<file path="src/rtl/imem_boot_loader.sv">
// Byte-stream program loader for the MIPS instruction memory; holds cpu_rst until a full image is written.
// Optional trailing XOR checksum byte when LOADER_CHECKSUM_EN is defined.
module imem_boot_loader #(
  parameter int ADDR_W     = 8,
  parameter int BASE_ADDR  = 0,
  parameter bit BIG_ENDIAN = 1'b1
) (
  input  logic              clk_i,
  input  logic              rst_i,
  input  logic              start_i,
  input  logic [7:0]        rx_data_i,
  input  logic              rx_valid_i,
  output logic              rx_ready_o,
  output logic              mem_we_o,
  output logic [ADDR_W-1:0] mem_addr_o,
  output logic [31:0]       mem_wdata_o,
  output logic              cpu_rst_o,
  output logic              busy_o,
  output logic              done_o,
  output logic              error_o,
  output logic [ADDR_W:0]   words_loaded_o
);

  localparam logic [2:0] IDLE   = 3'd0;
  localparam logic [2:0] HDR_HI = 3'd1;
  localparam logic [2:0] HDR_LO = 3'd2;
  localparam logic [2:0] DATA   = 3'd3;
  localparam logic [2:0] WRITE  = 3'd4;
  localparam logic [2:0] DONE   = 3'd5;
  localparam logic [2:0] ERR    = 3'd6;
`ifdef LOADER_CHECKSUM_EN
  localparam logic [2:0] CHK    = 3'd7;
  localparam logic [2:0] FINISH = CHK;
`else
  localparam logic [2:0] FINISH = DONE;
`endif

  localparam logic [31:0]       MAX_WORDS = 32'((1 << ADDR_W) - BASE_ADDR);
  localparam logic [ADDR_W-1:0] BASE      = ADDR_W'(BASE_ADDR);

  logic [2:0]        state_q, state_d;
  logic [15:0]       n_q, n_d;
  logic [1:0]        bcnt_q, bcnt_d;
  logic [31:0]       wdata_q, wdata_d;
  logic [ADDR_W-1:0] addr_q, addr_d;
  logic [ADDR_W:0]   words_q, words_d;
  logic              cpu_rst_q, cpu_rst_d;
`ifdef LOADER_CHECKSUM_EN
  logic [7:0]        csum_q, csum_d;
`endif

  logic            accept;
  logic            start_ok;
  logic [15:0]     n_full;
  logic [ADDR_W:0] words_next;

  assign rx_ready_o = (state_q == HDR_HI) || (state_q == HDR_LO) || (state_q == DATA)
`ifdef LOADER_CHECKSUM_EN
                      || (state_q == CHK)
`endif
                      ;
  assign accept     = rx_valid_i && rx_ready_o;
  assign start_ok   = start_i && ((state_q == IDLE) || (state_q == DONE) || (state_q == ERR));
  assign n_full     = {n_q[15:8], rx_data_i};
  assign words_next = words_q + 1'b1;

  always_comb begin
    state_d   = state_q;
    n_d       = n_q;
    bcnt_d    = bcnt_q;
    wdata_d   = wdata_q;
    addr_d    = addr_q;
    words_d   = words_q;
    cpu_rst_d = cpu_rst_q;
`ifdef LOADER_CHECKSUM_EN
    csum_d    = csum_q;
`endif
    if (start_ok) begin
      state_d   = HDR_HI;
      bcnt_d    = 2'd0;
      addr_d    = BASE;
      words_d   = '0;
      cpu_rst_d = 1'b1;
`ifdef LOADER_CHECKSUM_EN
      csum_d    = 8'd0;
`endif
    end else begin
      case (state_q)
        HDR_HI: if (accept) begin
          n_d[15:8] = rx_data_i;
          state_d   = HDR_LO;
        end
        HDR_LO: if (accept) begin
          n_d = n_full;
          // Range check here is what keeps mem_addr from wrapping during the data phase.
          if (n_full == 16'd0)                state_d = FINISH;
          else if (32'(n_full) > MAX_WORDS)   state_d = ERR;
          else                                state_d = DATA;
        end
        DATA: if (accept) begin
          if (BIG_ENDIAN) wdata_d = {wdata_q[23:0], rx_data_i};
          else            wdata_d = {rx_data_i, wdata_q[31:8]};
          bcnt_d = bcnt_q + 2'd1;
`ifdef LOADER_CHECKSUM_EN
          csum_d = csum_q ^ rx_data_i;
`endif
          if (bcnt_q == 2'd3) state_d = WRITE;
        end
        WRITE: begin
          addr_d  = addr_q + 1'b1;
          words_d = words_next;
          state_d = (32'(words_next) == 32'(n_q)) ? FINISH : DATA;
        end
`ifdef LOADER_CHECKSUM_EN
        CHK: if (accept) state_d = (rx_data_i == csum_q) ? DONE : ERR;
`endif
        // Release the processor one cycle after done rises.
        DONE:    cpu_rst_d = 1'b0;
        IDLE:    ;
        ERR:     ;
        default: state_d = IDLE;
      endcase
    end
  end

  always_ff @(posedge clk_i or negedge rst_i) begin
    if (!rst_i) begin
      state_q   <= IDLE;
      n_q       <= 16'd0;
      bcnt_q    <= 2'd0;
      wdata_q   <= 32'd0;
      addr_q    <= BASE;
      words_q   <= '0;
      cpu_rst_q <= 1'b1;
`ifdef LOADER_CHECKSUM_EN
      csum_q    <= 8'd0;
`endif
    end else begin
      state_q   <= state_d;
      n_q       <= n_d;
      bcnt_q    <= bcnt_d;
      wdata_q   <= wdata_d;
      addr_q    <= addr_d;
      words_q   <= words_d;
      cpu_rst_q <= cpu_rst_d;
`ifdef LOADER_CHECKSUM_EN
      csum_q    <= csum_d;
`endif
    end
  end

  assign mem_we_o       = (state_q == WRITE);
  assign mem_addr_o     = addr_q;
  assign mem_wdata_o    = wdata_q;
  assign cpu_rst_o      = cpu_rst_q;
  assign busy_o         = (state_q != IDLE) && (state_q != DONE) && (state_q != ERR);
  assign done_o         = (state_q == DONE);
  assign error_o        = (state_q == ERR);
  assign words_loaded_o = words_q;

endmodule
</file>
<file path="config.mk">
export PLATFORM = sky130hd
export DESIGN_NAME = imem_boot_loader
export DESIGN_NICKNAME = d
export VERILOG_FILES = /design/src/rtl/imem_boot_loader.sv
export SDC_FILE = /design/constraint.sdc
export NUM_CORES = 1
export LEC_CHECK = 0
export BUFFER_PORTS_ARGS = -buffer_cell sky130_fd_sc_hd__clkbuf_2
export CAP_MARGIN = 10
export CORE_MARGIN = 10
export CORE_UTILIZATION = 55
export DETAILED_ROUTE_END_ITERATION = 10
export PLACE_DENSITY = 0.85
export SLEW_MARGIN = 20
export SYNTH_ARGS = -nofsm -noshare
export SYNTH_HDL_FRONTEND = slang
export SYNTH_SLANG_ARGS = --single-unit
</file>
<file path="constraint.sdc">
create_clock -name clk_i -period 2.4 [get_ports clk_i]
set_input_delay 0.48 -clock clk_i [delete_from_list [all_inputs] [get_ports clk_i]]
set_output_delay 0.48 -clock clk_i [all_outputs]
set_load 0.01 [all_outputs]
</file>
==> qor.yml <==
outcome:
  outcome: "completed"
die:
  floorplan.die_area_um2: 9780
  design.core.area_um2: 5990
  row_count: 28
  die_width_um: 98.9
  floorplan.initialDensity_pct: 57.1
  ios: 67
  die_h_um: 98.9
place:
  total_cell_area_at_the_placement_stage_um2: 3760
  dp_hpwl_mm: 5.40
  dp_cells: 410
  port_buffers: 66
  place_congestion: 0.863
  detailedPlace.worstSlack_ns: 0.340
synthesis:
  synth_ff_type: "dfrtp_1"
  post-synth-top-area-cell: "dfrtp_1"
  synth_cell_types: 51
  synth_top_area_cells: "dfrtp_1 51%, mux2_2 15%, xor2_1 3.3%"
  synth_common_cells: "70 x dfrtp_1, 45 x mux2_2, 16 x nor2_1, 16 x o21ai_0, 14 x nand2_1"
  post_synth_net_total: 295
  synth-warning-count: 0
  synth.avg_cell_area_um2: 12.2
  synth.cell_area_um2: 3420
  number_of_synthesized_flops_with_an_enable_pin: 0
  yosysSeqAreaShare_pct: 51.9
  synth_seq_cells: 71
  synth_cells: 280
  synth.most_common_cell: "dfrtp_1"
  synth-async-reset-ratio_pct: 100
  fraction_of_post_synthesis_cell_area_in_the_top_cell_type_by_area_pct: 51.2
layout:
  fin_util_pct: 66.4
  stdcell_count: 425
  antenna_cells: 0
  syn2layout_area_growth_pct: 16.2
  finish.instance_area_um2: 3980
  final_net_count: 361
  drive_above_1_share_pct: 41.4
clocking:
  cts-buffers-inserted: 9
  clock_tree.root_cell: "clkbuf_8"
  cts_setup_buffers: 0
  cts_max_path_buffers: 2
  cts_tree: "done"
  clk_latency_ns: 0.35
  post_cts_hold_buffer_count: 0
  cts_resized: 0
  cts.sink_count: 71
  clk_transition_reported_paths_ns: 0.08
  cts_max_level: 3
routing:
  drt_iter0_drc: 127
  routed_wirelength_mm: 7.55
  remaining_drc_errors: 0
  detail_route.first_pass.iterations: 4
  drt-vias-per-instance: 5.68
  detail_route_antenna_nets: 0
  post_drt_wl_per_cell_um: 17.8
  dr_total_vias: 2412
timing:
  final-hold-violation-count: 0
  worst_case_clock_skew_ns: 0.00663
  final_critical_path_setup_slack_ns: 0.327
  min_period_ns: 2.07
  max_slew_headroom_at_the_worst_pin_pct: 63.4
  rsz_0062_raised_after_global_routing: "false"
  setup_tns_ns: 0
  finalMaxSlewViolations: 0
  hold_ws_ns: 0.108
  finalCritPeriodShare_pct: 86.4
  setup-violations-final: 0
  fmax_ghz: 0.482
  max_slew.worst_pin.slew_ns: 0.550
worst_setup_path:
  rr_worst_depth: 6
  cp-start-kind: "register"
  ff2ff_setup_slack_ns: 0.36
  crit_start: "state_q[1]"
  criticalPathCategory: "reg2out"
  cp.required_ns: 1.92
  regToRegStartpoint: "words_loaded_o[0]"
  critPathCaptureType: "primary output"
  worstPathArrival_ns: 1.59
  r2r-end: "state_q[2]"
  timing.critical_path.fanout_max: 11
  cp-endpoint: "busy_o"
hold_path:
  worst_hold_path_type: "in2async"
power_and_ir_drop:
  power_total_mw: 4.88
  power_density_nw_per_um2: 1230
  p_leak_nw: 1.97
  vdd_drop_max_mv: 0.669
grt:
  grt-ovfl-total: 0
  grt_pass1_wl_mm: 12.5
  groute.usage.overall_pct: 15.6
  antenna_found_initial: 0
  via_count_of_the_first_global_routing_pass: 2481
  pin_count_of_the_biggest_net_entering_global_routing: 35
run:
  max_cap_violations: 0
flip-flops by register name, summed over array words and instances (netlist names):
signal	count
bcnt_q	2
cpu_rst_o	1
mem_addr_o	8
mem_wdata_o	32
n_q	16
state_q	3
words_loaded_o	9
report_power, final:
part	total [mW]	switching [mW]	leakage [nW]	internal [mW]
Clock	1.06	0.455	0.109	0.609
Combinational	1.75	0.860	0.949	0.893
Sequential	2.06	0.422	0.908	1.64
area by class of cell:
| type | count | area (um^2) |
|---|---|---|
| Clock buffer | 10 | 138 |
| Timing Repair Buffer | 72 | 388 |
| Sequential cell | 71 | 1780 |
| Fill cell | 452 | 2010 |
| Tap cell | 75 | 93.8 |
| Inverter | 3 | 11.3 |
| Clock inverter | 5 | 81.3 |
| Multi-Input combinational cell | 189 | 1490 |
worst min-delay path by stage:
| stage | to | start | slack, ns | depth (start not counted) |
|---|---|---|---|---|
| floorplan | bcnt_q[0] | rst_i | 0.18 | 0 |
| global placement | cpu_rst_o | cpu_rst_o | 0.46 | 2 |
| detailed placement | cpu_rst_o | cpu_rst_o | 0.46 | 2 |
| CTS | mem_wdata_o[8] | rst_i | 0.12 | 1 |
| global route | mem_wdata_o[16] | rst_i | 0.14 | 1 |
| finish | mem_wdata_o[23] | rst_i | 0.11 | 1 |
logic make-up (layout without fill, tap and decap cells):
| family | count (synthesis) | after routing | synth area share [%] |
|---|---|---|---|
| compound gates | 46 | 46 | 9.14 |
| xor+xnor | 21 | 21 | 5.59 |
| fa+ha+maj | 3 | 3 | 1.10 |
| buf+inv | 20 | 90 | 4.57 |
| flops | 71 | 71 | 51.9 |
| mux | 49 | 49 | 16.4 |
| simple gates | 70 | 70 | 11.3 |
routing by layer:
metal  vias up  routed length [um]  global-route usage (%)  share of wire (%)
li1       1133                   -                       -                  -
met3        22                 417                    3.91                5.5
met4         0                 163                    8.16                2.2
met5         -                   0                       0                  0
met1      1187                3090                    18.3                 41
met2        70                3880                    25.9                 51
critical path, stage by stage (launching register included):
cell and delay, ns:
dfrtp_1 0.57, o21ba_2 0.31, a21o_2 0.22, clkbuf_2 0.14
placed cells by master (no fill, tap or decap), drive strengths merged, types with 2 or more instances in the layout:
cell type  count
dfrtp         70
and3           5
a31oi          3
a2111oi        2
a21o           2
a211oi         4
bufinv         2
nor3b          2
nand2         15
nand3          4
nand4          8
xor2          13
nor4           4
a21oi          6
xnor2          8
ha             3
inv            4
buf            7
nor2          16
and3b          2
nor2b          2
clkbuf        75
o31ai          3
o21ai         17
and2           3
a21boi         2
mux2          48
nor3           4
(Power assumes the default switching activity.)
